File: src/rtl/key_expand_ctrl.sv
// AES-128 key-expansion sequencer: streams round keys 0..NR, one per accepted transfer.
// Latency: key 0 is valid the cycle after the start edge, then one new key per transfer.
// Backpressure: rk_ready low holds round_key/rk_idx/rk_valid for any number of cycles.
//
// Ports:
//   clk, rst_n          clock (rising edge), asynchronous active-low reset
//   start, key_in       expansion request and cipher key (w0 = [127:96]), sampled in IDLE
//   sw_in, sw_out       RotWord(w3) out to the shared S-boxes, SubWord result back (same cycle)
//   round_key, rk_idx   current round key and its index 0..NR
//   rk_valid, rk_ready  output handshake
//   busy, done          busy from accepted start to final transfer; done pulses on final transfer
module key_expand_ctrl #(
    parameter int NR = 10
) (
    input  logic         clk,
    input  logic         rst_n,
    input  logic         start,
    input  logic [127:0] key_in,
    output logic [31:0]  sw_in,
    input  logic [31:0]  sw_out,
    output logic [127:0] round_key,
    output logic [3:0]   rk_idx,
    output logic         rk_valid,
    input  logic         rk_ready,
    output logic         busy,
    output logic         done
);

    typedef enum logic {
        IDLE,
        EMIT
    } state_t;

    localparam logic [3:0] LAST_IDX = 4'(NR);

    state_t state;

    logic [31:0]  w0, w1, w2, w3;
    logic [31:0]  t, n0, n1, n2, n3;
    logic [3:0]   rnd;
    logic [127:0] next_key;
    logic         xfer;

    // Round constant for round r; zero outside 1..10 (never reached when NR is legal).
    function automatic logic [7:0] rcon(input logic [3:0] r);
        case (r)
            4'd1:    rcon = 8'h01;
            4'd2:    rcon = 8'h02;
            4'd3:    rcon = 8'h04;
            4'd4:    rcon = 8'h08;
            4'd5:    rcon = 8'h10;
            4'd6:    rcon = 8'h20;
            4'd7:    rcon = 8'h40;
            4'd8:    rcon = 8'h80;
            4'd9:    rcon = 8'h1b;
            4'd10:   rcon = 8'h36;
            default: rcon = 8'h00;
        endcase
    endfunction

    assign {w0, w1, w2, w3} = round_key;
    assign rnd   = rk_idx + 4'd1;

    // RotWord goes out to the shared S-boxes; SubWord comes back combinationally.
    assign sw_in = {w3[23:0], w3[31:24]};
    assign t     = sw_out ^ {rcon(rnd), 24'h000000};

    // Each new word chains off the previous new word.
    assign n0       = w0 ^ t;
    assign n1       = w1 ^ n0;
    assign n2       = w2 ^ n1;
    assign n3       = w3 ^ n2;
    assign next_key = {n0, n1, n2, n3};

    assign xfer = rk_valid & rk_ready;
    assign done = (state == EMIT) & xfer & (rk_idx == LAST_IDX);

    always_ff @(posedge clk or negedge rst_n) begin
        if (!rst_n) begin
            state     <= IDLE;
            round_key <= '0;
            rk_idx    <= '0;
            rk_valid  <= 1'b0;
            busy      <= 1'b0;
        end else begin
            case (state)
                IDLE: begin
                    if (start) begin
                        round_key <= key_in;
                        rk_idx    <= '0;
                        rk_valid  <= 1'b1;
                        busy      <= 1'b1;
                        state     <= EMIT;
                    end
                end
                EMIT: begin
                    if (xfer) begin
                        if (rk_idx == LAST_IDX) begin
                            // round_key deliberately keeps the final key.
                            rk_valid <= 1'b0;
                            busy     <= 1'b0;
                            rk_idx   <= '0;
                            state    <= IDLE;
                        end else begin
                            round_key <= next_key;
                            rk_idx    <= rnd;
                        end
                    end
                end
                default: state <= IDLE;
            endcase
        end
    end

endmodule
File: config.mk
export PLATFORM = sky130hd
export DESIGN_NAME = key_expand_ctrl
export DESIGN_NICKNAME = d
export VERILOG_FILES = /design/src/rtl/key_expand_ctrl.sv
export SDC_FILE = /design/constraint.sdc
export NUM_CORES = 1
export LEC_CHECK = 0
export BUFFER_PORTS_ARGS = -buffer_cell sky130_fd_sc_hd__buf_2
export CAP_MARGIN = 10
export CORE_MARGIN = 2
export CORE_UTILIZATION = 40
export CTS_CLUSTER_DIAMETER = 100
export DETAILED_ROUTE_END_ITERATION = 16
export GPL_TIMING_DRIVEN = 0
export PLACE_DENSITY_LB_ADDON = 0.3
export SYNTH_ARGS = -nofsm -noshare
export SYNTH_HDL_FRONTEND = slang
export SYNTH_SLANG_ARGS = --single-unit
File: constraint.sdc
create_clock -name clk -period 2.6 [get_ports clk]
set_input_delay 0.39 -clock clk [delete_from_list [all_inputs] [get_ports clk]]
set_output_delay 0.39 -clock clk [all_outputs]
set_load 0.03 [all_outputs]
Word-level counts from Yosys, hierarchy flattened
Memory sizes are Yosys's and may differ from the RTL's.
Cells that the tools add are included.
- register bits: 134
- ROM bits: 128
- logic and storage cells: 39
- memories kept: 1
- $add $sub $neg: 1
- equality and inequality tests: 5
- muxes and demuxes: 16
- bitwise gates (word level): 9
- reductions and logical operators: 3
- memory list (memory ; depth ; bits a word ; rd ports ; clocked after memory_dff ; wr ports ; RTL line ; RTL):
    (no name shown) ; 16 ; 8 ; 1 ; 0 ; 0 ; 46 ; case (r)
- operator list (operator ; number):
    $mux 128 ; 3
    $pmux 128 s2 ; 1
    $xor 32x32->32 ; 5
    $mux 4 ; 3
    $pmux 4 s2 ; 1
    $mux 1 ; 6
    $reduce_and 3->1 ; 2
    $add 4x1->4 const B ; 1
    $eq 4x4->1 const B ; 1
    $ne 2x1->1 const B ; 2
    $ne 2x2->1 const B ; 2
    $pmux 1 s2 ; 2
    $and 1x1->1 ; 3
    $reduce_and 2->1 ; 1
    $not 1->1 ; 1

Longest topological paths before layout
An unclocked memory read counts as a cell.
- depth in word-level cells: 10
- gate-level depth with buffers: 12

Worst setup path before layout
No wires, ideal clock.
- path kind: register to register
- from: reg rk_idx[1]
- to: reg round_key[24]
- data arrival time: 2.300 ns
- path slack: 0.174 ns
- cell stages (with the launch flop): 10
- buffers on the path: 1
- period minus slack after synthesis: 2.426 ns
- path through: dfrtp_1 ha_1 buf_2 xnor2_1 nand2_1 xor3_1 xor2_1 nand2_1 a21o_1 a221o_1
- longest elaborated chain between the ends: 10
- elaborated cells between the ends (all ways): 13
- those cells by class: 1 x add/sub; 2 x eq/ne; 3 x mux; 5 x bitwise; 1 x reduce/logical; 1 x memory
- RTL lines (what ; RTL line ; RTL):
    start, declared ; 22 ; output logic [3:0] rk_idx,
    start signal, assigned ; 106 ; rk_idx <= rnd;
    $add 4x1->4 ; 62 ; assign rnd = rk_idx + 4'd1;
    $mem_v2 16x8 ; - ;
    $xor 32x32->32 ; 66 ; assign t = sw_out ^ {rcon(rnd), 24'h000000};
    $xor 32x32->32 ; 69 ; assign n0 = w0 ^ t;
    $xor 32x32->32 ; 70 ; assign n1 = w1 ^ n0;
    $xor 32x32->32 ; 71 ; assign n2 = w2 ^ n1;
    $xor 32x32->32 ; 72 ; assign n3 = w3 ^ n2;
    $mux 128 ; 98 ; if (rk_idx == LAST_IDX) begin
    $mux 128 ; 97 ; if (xfer) begin
    $pmux 128 s2 ; 86 ; case (state)
    end signal, assigned ; 89 ; round_key <= key_in;
    end signal, assigned ; 105 ; round_key <= next_key;
    end, declared ; 21 ; output logic [127:0] round_key,
Parallel ways exist; a longest one is shown, timed or not. The select of a mux whose other input is x is not followed.
A chain may end at the register's enable or synchronous reset.

Worst setup path after layout
- from: reg rk_idx[0]
- to: reg round_key[7]
- longest elaborated chain between the ends: 3
- RTL lines (what ; RTL line):
    $eq 4x4->1 ; 98
    $ne 2x2->1 (no source line) ; -
    $reduce_and 3->1 (no source line) ; -
No other way between the ends.

==> results.sh <==
export IMPL_status="complete, no violations"
export IMPL_hold_viol_final=0
export IMPL_layout_setup_ws_ps=150
export IMPL_finalCriticalPeriod_ps=2450
export IMPL_setup_viol=0
export IMPL_clock_skew_ps=14.9
export IMPL_nNetsFinal=1469
export IMPL_drc_errors=0
export IMPL_num_io_pins=331
export IMPL_insertion_delay_ps=420
export IMPL_core_area_um2=20800
export IMPL_grt_pass1_wl_um=47000
export IMPL_crit_fanout=10
export IMPL_worst_setup_path_end_kind="flop"
export IMPL_critPathArrivalTime_ps=2780
export IMPL_first_iter_violations=485
export IMPL_start_kind="flop"
export IMPL_ir_drop_v=0.000409
export IMPL_rsz0062_at_grt="false"
export IMPL_row_count=53
export IMPL_yosys_area_top_type="dfrtp_1"
export IMPL_synth_warnings=0
export IMPL_dp_slack_ps=-392
export IMPL_crit_reg2reg_launch="rk_idx[0]"
export IMPL_criticalPathCategory="reg2reg"
export IMPL_synth_edf_count=0
export IMPL_rr_worst_depth=10
export IMPL_first_pass_iters=5
export IMPL_max_slew_margin_rel_pct=37.7
export IMPL_synthTopCellsByCount="dfrtp_1 (134), nor2_1 (92), a21oi_1 (88), nand2_1 (77), xnor2_1 (70)"
export IMPL_fmax_ghz=0.408
export IMPL_io_buffers=329
export IMPL_hp_start="key_in[112]"
export IMPL_leakage_nw=5.67
export IMPL_setup_tns_ps=0
export IMPL_clockRootBuffer="clkbuf_16"
export IMPL_regToRegSetupSlack_ps=150
export IMPL_post_place_cells=1550
export IMPL_ys_ff_latch=134
export IMPL_antenna_left=0
export IMPL_cp_required_ps=2930
export IMPL_die_w_um=149
export IMPL_grt_antenna_before_repair=2
export IMPL_worstMarginPinSlew_ps=934
export IMPL_hold_path_end="round_key[112]"
export IMPL_cts_tree="built"
export IMPL_total_power_mw=5.59
export IMPL_synth_distinct_cells=56
export IMPL_vias=8661
export IMPL_yosysMostFrequentCell="dfrtp_1"
export IMPL_synthTopCellsByArea="dfrtp_1 (40%), xnor2_1 (7.3%), a21oi_1 (5.2%)"
export IMPL_grt_pass1_vias=8168
export IMPL_reg2reg_to="round_key[7]"
export IMPL_avgSynthCellArea_um2=8.90
export IMPL_grt_max_degree=70
export IMPL_hpwl_um=23100
export IMPL_power_density_nw_per_um2=498
export IMPL_hold_slack_ps=194
export IMPL_area_delta_synth_final_pct=33.5
export IMPL_post_synth_top_area_fraction_pct=39.9
export IMPL_die_height_um=149
export IMPL_final_max_slew_viol_count=0
export IMPL_overflow=0
export IMPL_avgRoutedWirePerCell_um=19.8
export IMPL_drive_gt1_share_pct=36.7
export IMPL_syn_cell_area_um2=8410
export IMPL_final_period_utilization_pct=94.2
export IMPL_start_util_pct=40.4
export IMPL_syn_instance_count=945
export IMPL_vias_per_cell=5.45
export IMPL_max_cap_viol_count=0
export IMPL_gp_congestion=0.886
export IMPL_numClockSinks=134
export IMPL_ys_seq_area_share_pct=39.9
export IMPL_syn_num_nets=1114
export IMPL_dieArea_um2=22200
export IMPL_synthFlopType="dfrtp_1"
export IMPL_clkTransAtPathRegs_ps=70
export IMPL_hold_class="in2reg"
export IMPL_whs_path_depth=3
export IMPL_clock_path_buffers=2
export IMPL_final_cells=1590
export IMPL_grtUsageTotal_pct=28.0
export IMPL_wl_um=31500
export IMPL_async_reset_ff_share_pct=100
export IMPL_numCtsBuffers=17
export IMPL_ctsHtreeMaxLevel=4
[critical path, stage by stage, from the launching register on]
cell	delay [ps]
dfrtp_1	410
buf_4	190
inv_1	60
ha_1	250
nand3b_1	200
nand2b_2	170
nand2_1	160
clkbuf_4	250
buf_2	340
o22ai_1	140
a21oi_1	180
[state kept, by name, indices dropped and copies added (netlist names)]
signal     count
state          1
round_key    128
busy           1
rk_idx         4
[per-layer routing]
layer  share of wire, %  vias up  global-route usage (%)
met5              0.057        -                       0
met4                2.0        2                    7.81
met3                7.8       47                    7.25
met2                 49      377                    46.7
met1                 41     4169                    35.9
li1                   -     4066                       -
[per-stage QoR]
stage | cell area (um2) | util [%]
finish | 11200 | 53.9
global route | 11200 | 53.9
CTS | 11100 | 53.4
detailed placement | 10400 | 50.1
global placement | 10400 | 50.0
floorplan | 8410 | -
[repair_timing]
| item | in CTS | in global routing |
|---|---|---|
| hold endpoints to repair | 7 | 0 |
| pin swaps | 0 | 2 |
| setup endpoints to repair | 120 | 124 |
| resized for setup | 36 | 31 |
| buffers inserted | 0 | 5 |
| hold buffers | 1 | 0 |
[final cells by class]
| type | instances | area [um2] |
|---|---|---|
| Multi-Input combinational cell | 706 | 4550 |
| Inverter | 8 | 30.0 |
| Tap cell | 275 | 344 |
| Sequential cell | 134 | 3350 |
| Timing Repair Buffer | 336 | 1730 |
| Fill cell | 1995 | 9590 |
| Clock buffer | 19 | 443 |
| Clock inverter | 13 | 173 |
| Antenna cell | 2 | 5.00 |
| Buffer | 97 | 599 |
[kinds of logic after synthesis]
group	Yosys count	share of synthesized area [%]
AOI/OAI and AO/OA	290	21.9
and+or+nand+nor	267	14.2
DFF	134	39.9
xor gates and xnor gates	112	13.1
buffers and inverters	105	6.41
muxes	32	3.84
adders and majority gates	5	0.744
[how the worst max path moves through the flow]
stage	from	to	slack [ps]
3_3_place_gp	rst_n	round_key[112]	-930
5_1_grt	rk_idx[0]	round_key[24]	10
4_1_cts	rk_idx[1]	round_key[24]	20
2_1_floorplan	rk_idx[1]	round_key[24]	170
6_report	rk_idx[0]	round_key[7]	150
3_5_place_dp	rk_idx[0]	round_key[23]	-390
[power breakdown]
| part | switching, mW | internal [mW] | leakage, nW |
|---|---|---|---|
| registers | 0.0581 | 2.14 | 1.76 |
| logic | 0.482 | 0.333 | 3.64 |
| clock network | 1.03 | 1.55 | 0.280 |
[layout by cell type (no fill, tap or decap), types with 9 or more instances in the layout]
cell type  count
a21oi_1       88
mux2i_1       30
nand3_1       60
dfrtp_1      133
clkbuf_1      24
o221a_2       24
buf_4         45
nor2_1        90
a211oi_1      29
xor2_1        31
o22ai_1       28
clkbuf_16     17
xnor2_1       69
nand2_1       77
o21ai_1       21
o21ai_0       59
buf_2        335
nor3_1         9
clkbuf_2      13
Power figures use the tool's default switching activity.
